$ cat config.mk
export PLATFORM = sky130hd
export DESIGN_NAME = uart_tx_arbiter_flat
export DESIGN_NICKNAME = d
export VERILOG_FILES = /design/src/rtl/uart_tx_arbiter_if.sv /design/src/rtl/uart_tx_arbiter.sv /design/src/flat_wrapper.sv
export SDC_FILE = /design/constraint.sdc
export NUM_CORES = 1
export LEC_CHECK = 0
export BUFFER_PORTS_ARGS = -buffer_cell sky130_fd_sc_hd__clkbuf_2
export CORE_MARGIN = 3
export CORE_UTILIZATION = 49
export CTS_CLUSTER_DIAMETER = 60
export DETAILED_ROUTE_END_ITERATION = 8
export GPL_ROUTABILITY_DRIVEN = 0
export PLACE_DENSITY_LB_ADDON = 0.12
export SYNTH_ARGS = -nofsm -noshare
export SYNTH_HDL_FRONTEND = slang
export SYNTH_SLANG_ARGS = --single-unit
export TNS_END_PERCENT = 100
$ cat constraint.sdc
create_clock -name clk -period 2.1 [get_ports clk]
set_input_delay 0.315 -clock clk [delete_from_list [all_inputs] [get_ports clk]]
set_output_delay 0.315 -clock clk [all_outputs]
set_load 0.02 [all_outputs]
$ cat src/rtl/uart_tx_arbiter_if.sv
// Shared UART transmit path bundle: requester byte streams in,
// single UART write port out, plus grant/status observability.
interface uart_tx_arbiter_if #(
    parameter int NREQ = 2
);
    logic [NREQ-1:0]   req;
    logic [NREQ-1:0]   last;
    logic [8*NREQ-1:0] data;
    logic [NREQ-1:0]   ack;
    logic [NREQ-1:0]   grant;
    logic              busy;
    logic              abort_tick;
    logic              tx_full;
    logic              wr_uart;
    logic [7:0]        w_data;

    // Arbiter side
    modport slave (
        input  req, last, data, tx_full,
        output ack, grant, busy, abort_tick, wr_uart, w_data
    );

    // Requester / UART environment side
    modport master (
        output req, last, data, tx_full,
        input  ack, grant, busy, abort_tick, wr_uart, w_data
    );
endinterface

$ cat src/rtl/uart_tx_arbiter.sv
// Round-robin, packet-atomic arbiter sharing one UART TX write port among
// NREQ byte-stream requesters, with a stall watchdog on the current owner.
module uart_tx_arbiter #(
    parameter int NREQ    = 2,
    parameter int TIMEOUT = 1000,
    parameter int TW      = 10
) (
    input  logic             clk,
    input  logic             reset,
    uart_tx_arbiter_if.slave bus
);
    localparam int IW = (NREQ > 1) ? $clog2(NREQ) : 1;

    localparam logic [0:0] IDLE = 1'b0;
    localparam logic [0:0] XFER = 1'b1;

    logic [0:0]      state;
    logic [NREQ-1:0] grant_q;
    logic [IW-1:0]   owner;
    logic [IW-1:0]   last_grant;
    logic [TW-1:0]   stall_cnt;
    logic            busy_q;
    logic            abort_q;

    logic            req_g;
    logic            last_g;
    logic [7:0]      byte_g;
    logic            wr;
    logic            any_req;
    logic [IW-1:0]   winner;

    always_comb begin
        req_g  = bus.req[owner];
        last_g = bus.last[owner];
        byte_g = bus.data[8*owner +: 8];
        wr     = (state == XFER) && req_g && !bus.tx_full;
    end

    // Cyclic search starting just after the previous owner, so the requester
    // that just finished is considered last.
    always_comb begin : rr_pick
        logic [IW-1:0] idx;
        idx     = '0;
        winner  = last_grant;
        any_req = 1'b0;
        for (int unsigned k = 1; k <= NREQ; k++) begin
            idx = IW'((32'(last_grant) + k) % NREQ);
            if (!any_req && bus.req[idx]) begin
                any_req = 1'b1;
                winner  = idx;
            end
        end
    end

    assign bus.wr_uart    = wr;
    assign bus.w_data     = (state == XFER) ? byte_g : 8'h00;
    assign bus.ack        = wr ? (NREQ'(1) << owner) : '0;
    assign bus.grant      = grant_q;
    assign bus.busy       = busy_q;
    assign bus.abort_tick = abort_q;

    always_ff @(posedge clk or negedge reset) begin
        if (!reset) begin
            state      <= IDLE;
            grant_q    <= '0;
            owner      <= '0;
            last_grant <= IW'(NREQ - 1);
            stall_cnt  <= '0;
            busy_q     <= 1'b0;
            abort_q    <= 1'b0;
        end else begin
            abort_q <= 1'b0;
            case (state)
                IDLE: begin
                    if (any_req) begin
                        state     <= XFER;
                        owner     <= winner;
                        grant_q   <= NREQ'(1) << winner;
                        busy_q    <= 1'b1;
                        stall_cnt <= '0;
                    end
                end
                XFER: begin
                    if (wr) begin
                        if (last_g) begin
                            state      <= IDLE;
                            grant_q    <= '0;
                            busy_q     <= 1'b0;
                            last_grant <= owner;
                        end else begin
                            stall_cnt <= '0;
                        end
                    end else if (!req_g) begin
                        // Back-pressure (req high, tx_full high) leaves the counter alone.
                        if (stall_cnt == TW'(TIMEOUT - 1)) begin
                            state      <= IDLE;
                            grant_q    <= '0;
                            busy_q     <= 1'b0;
                            last_grant <= owner;
                            abort_q    <= 1'b1;
                        end else begin
                            stall_cnt <= stall_cnt + TW'(1);
                        end
                    end
                end
                default: state <= IDLE;
            endcase
        end
    end
endmodule
$ cat src/flat_wrapper.sv
// flat-port wrapper written by rule: the top's interface ports become plain ports
module uart_tx_arbiter_flat 
#(
    parameter int NREQ    = 2,
    parameter int TIMEOUT = 1000,
    parameter int TW      = 10
)
  (clk, reset, bus_req, bus_last, bus_data, bus_tx_full, bus_ack, bus_grant, bus_busy, bus_abort_tick, bus_wr_uart, bus_w_data);
  uart_tx_arbiter_if #(.NREQ(NREQ)) bus_i ();
  input  logic clk;
  input  logic reset;
  input wire logic [$bits(bus_i.req)-1:0] bus_req;
  input wire logic [$bits(bus_i.last)-1:0] bus_last;
  input wire logic [$bits(bus_i.data)-1:0] bus_data;
  input wire logic [$bits(bus_i.tx_full)-1:0] bus_tx_full;
  output wire logic [$bits(bus_i.ack)-1:0] bus_ack;
  output wire logic [$bits(bus_i.grant)-1:0] bus_grant;
  output wire logic [$bits(bus_i.busy)-1:0] bus_busy;
  output wire logic [$bits(bus_i.abort_tick)-1:0] bus_abort_tick;
  output wire logic [$bits(bus_i.wr_uart)-1:0] bus_wr_uart;
  output wire logic [$bits(bus_i.w_data)-1:0] bus_w_data;
  assign bus_i.req = bus_req;
  assign bus_i.last = bus_last;
  assign bus_i.data = bus_data;
  assign bus_i.tx_full = bus_tx_full;
  assign bus_ack = bus_i.ack;
  assign bus_grant = bus_i.grant;
  assign bus_busy = bus_i.busy;
  assign bus_abort_tick = bus_i.abort_tick;
  assign bus_wr_uart = bus_i.wr_uart;
  assign bus_w_data = bus_i.w_data;
  uart_tx_arbiter #(.NREQ(NREQ), .TIMEOUT(TIMEOUT), .TW(TW)) u_core (.clk(clk), .reset(reset), .bus(bus_i));
endmodule
==> metrics.md, run 1 <==
| Metric | Value |
|---|---|
| First-pass GRT wire length | 4720 um |
| Cells after Synth | 129 |
| Most common cell after layout, fill and taps aside | clkbuf_2 |
| Largest delay contributor family on the critical path | flip-flops |
| Finish-stage setup viols | 0 |
| Die X | 54.3 um |
| FMAX | 0.543 GHz |
| # diodes | 0 |
| Site Rows | 16 |
| Root buffer cell | clkbuf_4 |
| Final Hold Viols | 0 |
| Largest net degree at the start of global routing | 18 |
| Fin crit period | 1.84 ns |
| Pwr Density | 1150 mW/mm^2 |
| Leakage | 0.704 nW |
| RSZ-0062 raised after global routing | no |
| Area growth from synthesis to final layout | 20.7% |
| CP arrival | 1.53 ns |
| Actual slew at the worst max-slew pin | 0.430 ns |
| Placed cell count | 188 |
| # Max-Cap Violations | 0 |
| Final nets | 191 |
| Ports | 38 |
| Final Max Tran Viols | 0 |
| DR DRC count | 0 |
| Finished Cell Area | 0.00138 sq mm |
| TritonCTS buffer count | 3 |
| Sequential element share of the synthesized area | 37.3% |
| Core area | 0.00208 sq mm |
| Initial Utilization | 54.9% |
| VDD IR max | 884 uV |
| Max-slew headroom | 71.4% |
| Sink Count | 17 |
| Cells along the critical path | buf_4 > mux2i_1 > nor2_1 > clkbuf_2 |
| Total number of vias | 1128 |
| Yosys warning count | 0 |
| Syn nets | 153 |
| Status | complete, no violations |
| Vias in the first global route | 1080 |
| Primary FF master, synth | dfrtp_1 |
| #FFs+latches synth | 17 |
| CP bufs+invs | 2 |
| Latest clock arrival within the worst-skew pair | 0.29 ns |
| CP Data Required Time | 1.78 ns |
| Initial antenna violation count | 0 |
| Pre-CTS WS | 0.341 ns |
| Share of cells above drive strength 1 | 29.5% |
| CTS tree | built |
| Final period util | 87.7% |
| Most frequent cells in the layout | clkbuf_2 (37), dfrtp_1 (16), nor2_1 (12), mux2i_1 (11) |
| Detailed Place HPWL | 2250 um |
| Final ANT Viol Nets | 0 |
| GRT overflow | 0 |
| GRT Total Usage | 22.2% |
| Die area | 0.00295 sq mm |
| Port bufs | 37 |
| Resized Gates After CTS | 0 |
| Setup TNS | 0 ns |
| DRT Pass-1 Iters | 4 |
| Drt wl/cell | 14.8 um |
| CP Launch Type | flop |
| CP max stage delay | 0.52 ns |
| WS Path Type | flop to output pin |
| Synth Area per Inst | 8.86 sq um |
| Worst Skew | 0.00150 ns |
| Final worst slack | 0.258 ns |
| Asr flop ratio synth | 100% |
| Vias/cell | 5.84 |
| Die Ht | 54.3 um |
| H-tree lvl count | 1 |
| Crit Path Max Fanout | 10 |
| Non-filler cells, final | 193 |
| Synth unique cells | 34 |
| Post-Syn Area | 0.00114 sq mm |
| Worst min-delay path category | input pin to flop |
| Final Util | 66.2% |
| Post-DP Area | 0.00134 sq mm |
| Clk buf depth | 2 |
| CP Capture Type | output pin |
| Number of synthesized flops with an enable pin | 0 |
| Routed WL | 2860 um |
| Critical Path Slowest Stage Cell | dfrtp_1 |
| Clock Pin Slew Worst Setup and Hold Paths | 0.10 ns |
| Iteration-0 DRC Markers | 36 |
[through the flow]
step	power, mW	hold WS (ns)
6_report	1.59	0.364
3_5_place_dp	1.41	0.269
4_1_cts	1.59	0.354
5_1_grt	1.71	0.377
2_1_floorplan	1.18	0.0194
3_3_place_gp	1.38	0.267
[where the power goes]
| part | switching (mW) | internal [mW] |
|---|---|---|
| registers | 0.129 | 0.440 |
| logic | 0.492 | 0.347 |
| clock network | 0.104 | 0.0737 |
| total | 0.725 | 0.861 |
[sequential cells by signal (all words and copies together) (netlist names)]
| signal | flops |
|---|---|
| u_core.bus.abort_tick | 1 |
| u_core.stall_cnt | 10 |
| u_core.bus.grant | 2 |
| u_core.state | 1 |
| u_core.last_grant | 1 |
| u_core.owner | 1 |
| u_core.bus.busy | 1 |
[cell usage after synthesis (all sizes together) (2+ instances only)]
cell	instances	area share (%)
nand2b	4	2.2
and4b	2	1.9
nor2	12	3.9
nand2	10	3.3
and3	7	3.8
clkbuf	4	1.3
o211ai	3	2.0
mux2i	11	9.6
dfrtp	16	35
nor2b	4	2.2
o21a	2	1.3
mux2	2	2.3
a41oi	3	2.3
a21oi	10	4.4
a31oi	9	4.9
buf	4	2.3
o22ai	2	1.1
nor3	2	0.88
nand3	5	2.2
inv	4	1.3
o21ai	3	1.3
[routing by layer]
layer  GRT usage (%)  vias up  part of all wire [%]
met1            29.0      525                    43
met4            6.64        0                  0.63
li1                -      553                     -
met3            4.09        2                   8.1
met2            37.1       48                    48
met5               0        -                     0
[final cells by class]
class,count,area [sq um]
inverters,4,15.0
repair buffers,41,218
multi-input cells,100,659
fillers,200,703
well taps,27,33.8
clock buffers,4,26.3
flip-flops and latches,17,427
[cell families after synthesis]
family,Yosys count,share of synthesized area (%)
AO/OA/AOI/OAI,37,22.7
adder cells (fa/ha/maj),1,1.10
buffers and inverters,12,4.93
flip-flops,17,37.3
multiplexers,13,11.9
AND/OR/NAND/NOR,49,22.0
[worst paths after layout]
kind | startpoint | to | slack [ns] | depth (start not counted)
worst max-delay path | u_core.owner$_DFFE_PN0P_ | bus_w_data[0] | 0.26 | 4
worst min-delay path | bus_req[0] | u_core.owner$_DFFE_PN0P_ | 0.36 | 2
worst max register to register | u_core.stall_cnt[0]$_DFFE_PN0P_ | u_core.stall_cnt[2]$_DFFE_PN0P_ | 0.31 | 5
worst min register to register | u_core.stall_cnt[9]$_DFFE_PN0P_ | u_core.stall_cnt[9]$_DFFE_PN0P_ | 0.52 | 1
max in group asynchronous | reset | u_core.last_grant$_DFFE_PN1P_ | 1.27 | 2
min in group asynchronous | reset | u_core.bus.abort_tick$_DFF_PN0_ | 0.50 | 2
[worst register-to-register path, delay by kind of cell, from the launching register on]
family,cells,cell delay (ns)
AO/OA/AOI/OAI,2,0.63
adder cells (fa/ha/maj),1,0.21
flip-flops,1,0.40
AND/OR/NAND/NOR,2,0.49
[repair_timing]
action                    4_1_cts  5_1_grt
hold endpoints to repair       16        0
setup buffers                   0        0
hold buffers                    1        0
No activity file was read; power rests on OpenSTA's default activity.
==> inputs of run 2 (changes only) <==
--- a/config.mk
+++ b/config.mk
@@ -7,7 +7,8 @@
 export LEC_CHECK = 0
 export BUFFER_PORTS_ARGS = -buffer_cell sky130_fd_sc_hd__clkbuf_2
 export CORE_MARGIN = 3
-export CORE_UTILIZATION = 49
+export CORE_UTILIZATION = 23
+export CTS_BUF_LIST = sky130_fd_sc_hd__clkbuf_16
 export CTS_CLUSTER_DIAMETER = 60
 export DETAILED_ROUTE_END_ITERATION = 8
 export GPL_ROUTABILITY_DRIVEN = 0
==> run 2 against run 1 <==
Clock skew rose by 0.0019 ns. Flip-flop and latch count unchanged. Die area is 98% higher. Worst hold slack got worse by 0.36 ns. Combinational power down 2.5%. Highest routed layer unchanged.
==> metrics.md, run 2 (synthesis gave the netlist of run 1 again) <==
| Metric | Value |
|---|---|
| GRT overflow | 0 |
| Max-slew headroom | 69.2% |
| Int Power | 1.03 mW |
| Clk buf depth | 2 |
| First-pass GRT wire length | 5330 um |
| Ports | 38 |
| Fin crit period | 1.82 ns |
| Drt wl/cell | 13.3 um |
| Final Max Tran Viols | 0 |
| Total number of vias | 1095 |
| FMAX | 0.550 GHz |
| Area growth from synthesis to final layout | 28.1% |
| Final period util | 86.6% |
| Share of cells above drive strength 1 | 29.3% |
| Worst min-delay path category | input pin to asynchronous set/reset pin |
| CTS tree | built |
| TritonCTS buffer count | 3 |
| CP Launch Type | flop |
| Tot Pwr | 1.78 mW |
| Die Ht | 76.5 um |
| DRT Pass-1 Iters | 4 |
| Die X | 76.5 um |
| Switching pwr | 747 uW |
| Clock Pin Slew Worst Setup and Hold Paths | 0.05 ns |
| Final hold slack | 0.00483 ns |
| Reg2Reg Setup Slack | 0.28 ns |
| Core area | 0.00475 sq mm |
| Initial Utilization | 24.0% |
| Max reg flops | 10 |
| Site Rows | 25 |
| Worst Skew | 0.00345 ns |
| Final worst slack | 0.281 ns |
| Sink Count | 17 |
| Die area | 0.00585 sq mm |
| GRT Total Usage | 11.2% |
| Detailed Place HPWL | 2300 um |
| Reg2Reg Depth | 5 |
| Largest net degree at the start of global routing | 18 |
| H-tree lvl count | 1 |
| Clk pwr share | 21.4% |
| RSZ-0062 raised after global routing | no |
| Finish-stage setup viols | 0 |
| Status | complete, no violations |
| Initial antenna violation count | 0 |
| Latest clock arrival within the worst-skew pair | 0.25 ns |
| Most frequent cells in the layout | clkbuf_2 (37), dfrtp_1 (16), nor2_1 (12), mux2i_1 (11) |
| Postcts setup bufs | 0 |
| Most flop-heavy register | u_core.stall_cnt |
| Most common cell after layout, fill and taps aside | clkbuf_2 |
| CP Data Required Time | 2.26 ns |
| Pre-CTS WS | 0.286 ns |
| Actual slew at the worst max-slew pin | 0.462 ns |
| CP arrival | 1.98 ns |
| DR DRC count | 0 |
| Leakage | 0.723 nW |
| Crit Path Max Fanout | 10 |
| Root buffer cell | clkbuf_16 |
| WS Path Type | flop to flop |
| Final ANT Viol Nets | 0 |
| CP Capture Type | flop |
| Iteration-0 DRC Markers | 87 |
| Switching share of power | 41.9% |
| Vias in the first global route | 1111 |
| Number of hold buffers added after CTS | 0 |
| Vias/cell | 4.74 |
| Port bufs | 37 |
| Setup TNS | 0 ns |
| VDD IR max | 302 uV |
| Final Hold Viols | 0 |
| Combinational group share of total power | 45.9% |
| # diodes | 0 |
| Final nets | 189 |
| # Max-Cap Violations | 0 |
| Pwr Density | 1220 mW/mm^2 |
| Reg power frac | 32.6% |
| Routed WL | 3080 um |
| Resized Gates After CTS | 0 |
==> run 2: changes by cell type in the layout (fill, tap and decap cells not counted) <==
| cell | before | now |
|---|---|---|
| buf_4 | 3 | 2 |
| clkbuf_1 | 1 | 0 |
| clkbuf_16 | 0 | 3 |
| clkbuf_4 | 3 | 0 |
| dlygate4sd3_1 | 1 | 0 |
| inv_1 | 4 | 5 |
==> run 2: worst paths after layout <==
kind	startpoint	to
worst max-delay path	u_core.stall_cnt[0]$_DFFE_PN0P_	u_core.stall_cnt[9]$_DFFE_PN0P_
worst min-delay path	reset	u_core.owner$_DFFE_PN0P_
worst min register to register	u_core.stall_cnt[0]$_DFFE_PN0P_	u_core.stall_cnt[0]$_DFFE_PN0P_
min in group clk	bus_req[0]	u_core.owner$_DFFE_PN0P_
worst max register to register	u_core.stall_cnt[0]$_DFFE_PN0P_	u_core.stall_cnt[9]$_DFFE_PN0P_
max in group asynchronous	reset	u_core.last_grant$_DFFE_PN1P_
==> run 2: power groups by stage <==
stage | sequential (mW) | clock [mW] | combinational [mW]
6_report | 0.581 | 0.382 | 0.818
5_1_grt | 0.609 | 0.409 | 0.907
4_1_cts | 0.579 | 0.394 | 0.828
3_5_place_dp | 0.584 | 0 | 0.826
3_3_place_gp | 0.581 | 0 | 0.826
2_1_floorplan | 0.558 | 0 | 0.619
==> run 2: cell type report <==
class | count | area, sq um
fill | 531 | 3290
clock buffer | 3 | 75.1
tap | 67 | 83.8
multi-input combinational | 100 | 659
inverter | 4 | 15.0
sequential | 17 | 427
clock inverter | 1 | 3.75
timing repair buffer | 39 | 200
==> run 2: critical path, cell delays in order (launching register included) <==
cell and delay (ns):
dfrtp_1 0.37, ha_1 0.20, and4b_2 0.30, nand4_1 0.18, o211a_1 0.42, a31oi_1 0.24
==> run 2: per-stage QoR <==
stage / util (%) / std cells / instance area (sq um)
global placement: 29.1 / 227 / 1390
global route: 30.8 / 231 / 1460
finish: 30.8 / 231 / 1460
floorplan: - / 129 / 1140
detailed placement: 29.1 / 227 / 1390
CTS: 30.8 / 231 / 1460
==> run 2: layer usage <==
layer  vias up  global-route usage (%)  share of wire [%]
li1        550                       -                  -
met1       501                    13.9                 46
met2        42                    18.2                 47
met3         2                    3.66                6.4
met4         0                    3.80               0.71
met5         -                       0                  0
==> inputs of run 3 (changes only) <==
--- a/config.mk
+++ b/config.mk
@@ -13,6 +13,7 @@
 export DETAILED_ROUTE_END_ITERATION = 8
 export GPL_ROUTABILITY_DRIVEN = 0
 export PLACE_DENSITY_LB_ADDON = 0.12
+export SETUP_SLACK_MARGIN = 0.3
 export SYNTH_ARGS = -nofsm -noshare
 export SYNTH_HDL_FRONTEND = slang
 export SYNTH_SLANG_ARGS = --single-unit
==> run 3 against run 2 <==
Sequential share of layout area decreased by 1.2 points. Combinational power is 8.9% higher. Via count increased by 1.7%. Clock skew shrank 0.0020 ns. Utilization increased by 1.6 points. Register-to-register slack better by 0.11 ns. Wire length grew 2.7%. Non-clock buffer count up 5. Clock power hardly changed. Critical endpoint is now u_core.stall_cnt[2]$_DFFE_PN0P_.
==> metrics.md, run 3 (synthesis gave the netlist of run 1 again) <==
| Metric | Value |
|---|---|
| Drt wl/cell | 13.4 um |
| Port bufs | 37 |
| DR DRC count | 0 |
| Routed WL | 3160 um |
| RSZ-0062 raised after global routing | yes |
| Final period util | 81.4% |
| WS Path Type | flop to flop |
| Post-DP Area | 0.00139 sq mm |
| CP Launch Type | flop |
| GRT overflow | 0 |
| Setup TNS | 0 ns |
| CP arrival | 1.88 ns |
| Area growth from synthesis to final layout | 34.6% |
| Initial antenna violation count | 0 |
| Share of cells above drive strength 1 | 36.1% |
| Most frequent cells in the layout | clkbuf_2 (37), dfrtp_1 (14), nor2_1 (12), mux2i_1 (11), nand2_1 (10) |
| Actual slew at the worst max-slew pin | 0.457 ns |
| Final nets | 194 |
| Die X | 76.5 um |
| # Max-Cap Violations | 0 |
| Core area | 0.00475 sq mm |
| Clock Pin Slew Worst Setup and Hold Paths | 0.05 ns |
| Vias in the first global route | 1044 |
| Crit Path Max Fanout | 7 |
| Most flop-heavy register | u_core.stall_cnt |
| Non-filler cells, final | 236 |
| Leakage | 0.745 nW |
| H-tree lvl count | 1 |
| Placed cell count | 227 |
| Worst Skew | 0.00149 ns |
| Die area | 0.00585 sq mm |
| GRT Total Usage | 10.6% |
| Vias/cell | 4.72 |
| Root buffer cell | clkbuf_16 |
| Max-slew headroom | 69.5% |
| TritonCTS buffer count | 3 |
| Critical Path Slowest Stage Cell | dfrtp_1 |
| Crit path top cell by count | buf_4 |
| Final Hold Viols | 0 |
| DRT Pass-1 Iters | 4 |
| Iteration-0 DRC Markers | 61 |
| Cells along the critical path | ha_2 > and4b_2 > a311oi_4 > buf_4 > buf_4 > a21oi_2 > a31oi_1 |
| CP Data Required Time | 2.27 ns |
| CTS tree | built |
| Finished Cell Area | 0.00154 sq mm |
| CP max stage delay | 0.39 ns |
| Status | complete, no violations |
| Final Max Tran Viols | 0 |
| Site Rows | 25 |
| First-pass GRT wire length | 5080 um |
| Finish-stage setup viols | 0 |
| Detailed Place HPWL | 2330 um |
| Max reg flops | 10 |
| Fin crit period | 1.71 ns |
| Largest delay contributor family on the critical path | compound AO/OA/AOI/OAI gates |
| Die Ht | 76.5 um |
| Largest net degree at the start of global routing | 18 |
| CP bufs+invs | 2 |
| Most common cell after layout, fill and taps aside | clkbuf_2 |
| # diodes | 0 |
| VDD IR max | 267 uV |
| Total number of vias | 1114 |
| FMAX | 0.585 GHz |
| Sink Count | 17 |
| Worst min-delay path category | input pin to asynchronous set/reset pin |
| Final ANT Viol Nets | 0 |
| Ports | 38 |
| Initial Utilization | 24.0% |
| Clk buf depth | 2 |
| Pwr Density | 1210 mW/mm^2 |
| Latest clock arrival within the worst-skew pair | 0.25 ns |
| CP Capture Type | flop |
==> run 3: area by class of cell <==
class / count / area, sq um
timing repair buffer: 44 / 238
inverter: 4 / 15.0
clock inverter: 1 / 3.75
multi-input combinational: 100 / 693
tap: 67 / 83.8
clock buffer: 3 / 75.1
fill: 509 / 3220
sequential: 17 / 429
==> run 3: power breakdown <==
group          internal [mW]  total (mW)  switching [mW]
clock network          0.253       0.381           0.129
registers              0.445       0.589           0.144
logic                  0.389       0.891           0.502
==> run 3: final timing paths <==
path | startpoint | end | slack [ns] | cells past startpoint
max in group asynchronous | reset | u_core.last_grant$_DFFE_PN1P_ | 1.75 | 1
max | u_core.stall_cnt[1]$_DFFE_PN0P_ | u_core.stall_cnt[2]$_DFFE_PN0P_ | 0.39 | 7
min | reset | u_core.owner$_DFFE_PN0P_ | 0.006 | 1
min in group clk | bus_req[0] | u_core.owner$_DFFE_PN0P_ | 0.40 | 2
max reg2reg | u_core.stall_cnt[1]$_DFFE_PN0P_ | u_core.stall_cnt[2]$_DFFE_PN0P_ | 0.39 | 7
min reg2reg | u_core.stall_cnt[9]$_DFFE_PN0P_ | u_core.stall_cnt[9]$_DFFE_PN0P_ | 0.50 | 1
==> run 3: routing by layer <==
metal	up-vias	share of wire, %	global-route usage [%]
met5	-	0	0
met4	0	0.44	2.17
met3	2	4.1	3.66
met2	20	49	17.7
met1	536	46	13.3
li1	556	-	-
==> run 3: repair_timing <==
item	in CTS	in global routing
gates resized for setup	1	7
buffers inserted	0	5
endpoints found under the setup margin	8	11
pin swaps	0	4
hold buffers	0	0
==> run 3: metrics by stage <==
step                      power, mW  utilization, %  worst slack [ns]  hold slack (ns)
after floorplan                1.18               -             0.507           0.0194
after global placement         1.41            29.2             0.354            0.289
after detailed placement       1.42            29.2             0.315            0.287
after CTS                      1.81            30.9             0.306           0.0190
after global routing           2.00            32.3             0.288           0.0455
final                          1.86            32.3             0.390          0.00627
==> run 3: worst register-to-register path, stage by stage (launching register included) <==
cell      delay, ns
dfrtp_1        0.39
ha_2           0.21
and4b_2        0.26
a311oi_4       0.28
buf_4          0.19
buf_4          0.12
a21oi_2        0.05
a31oi_1        0.13
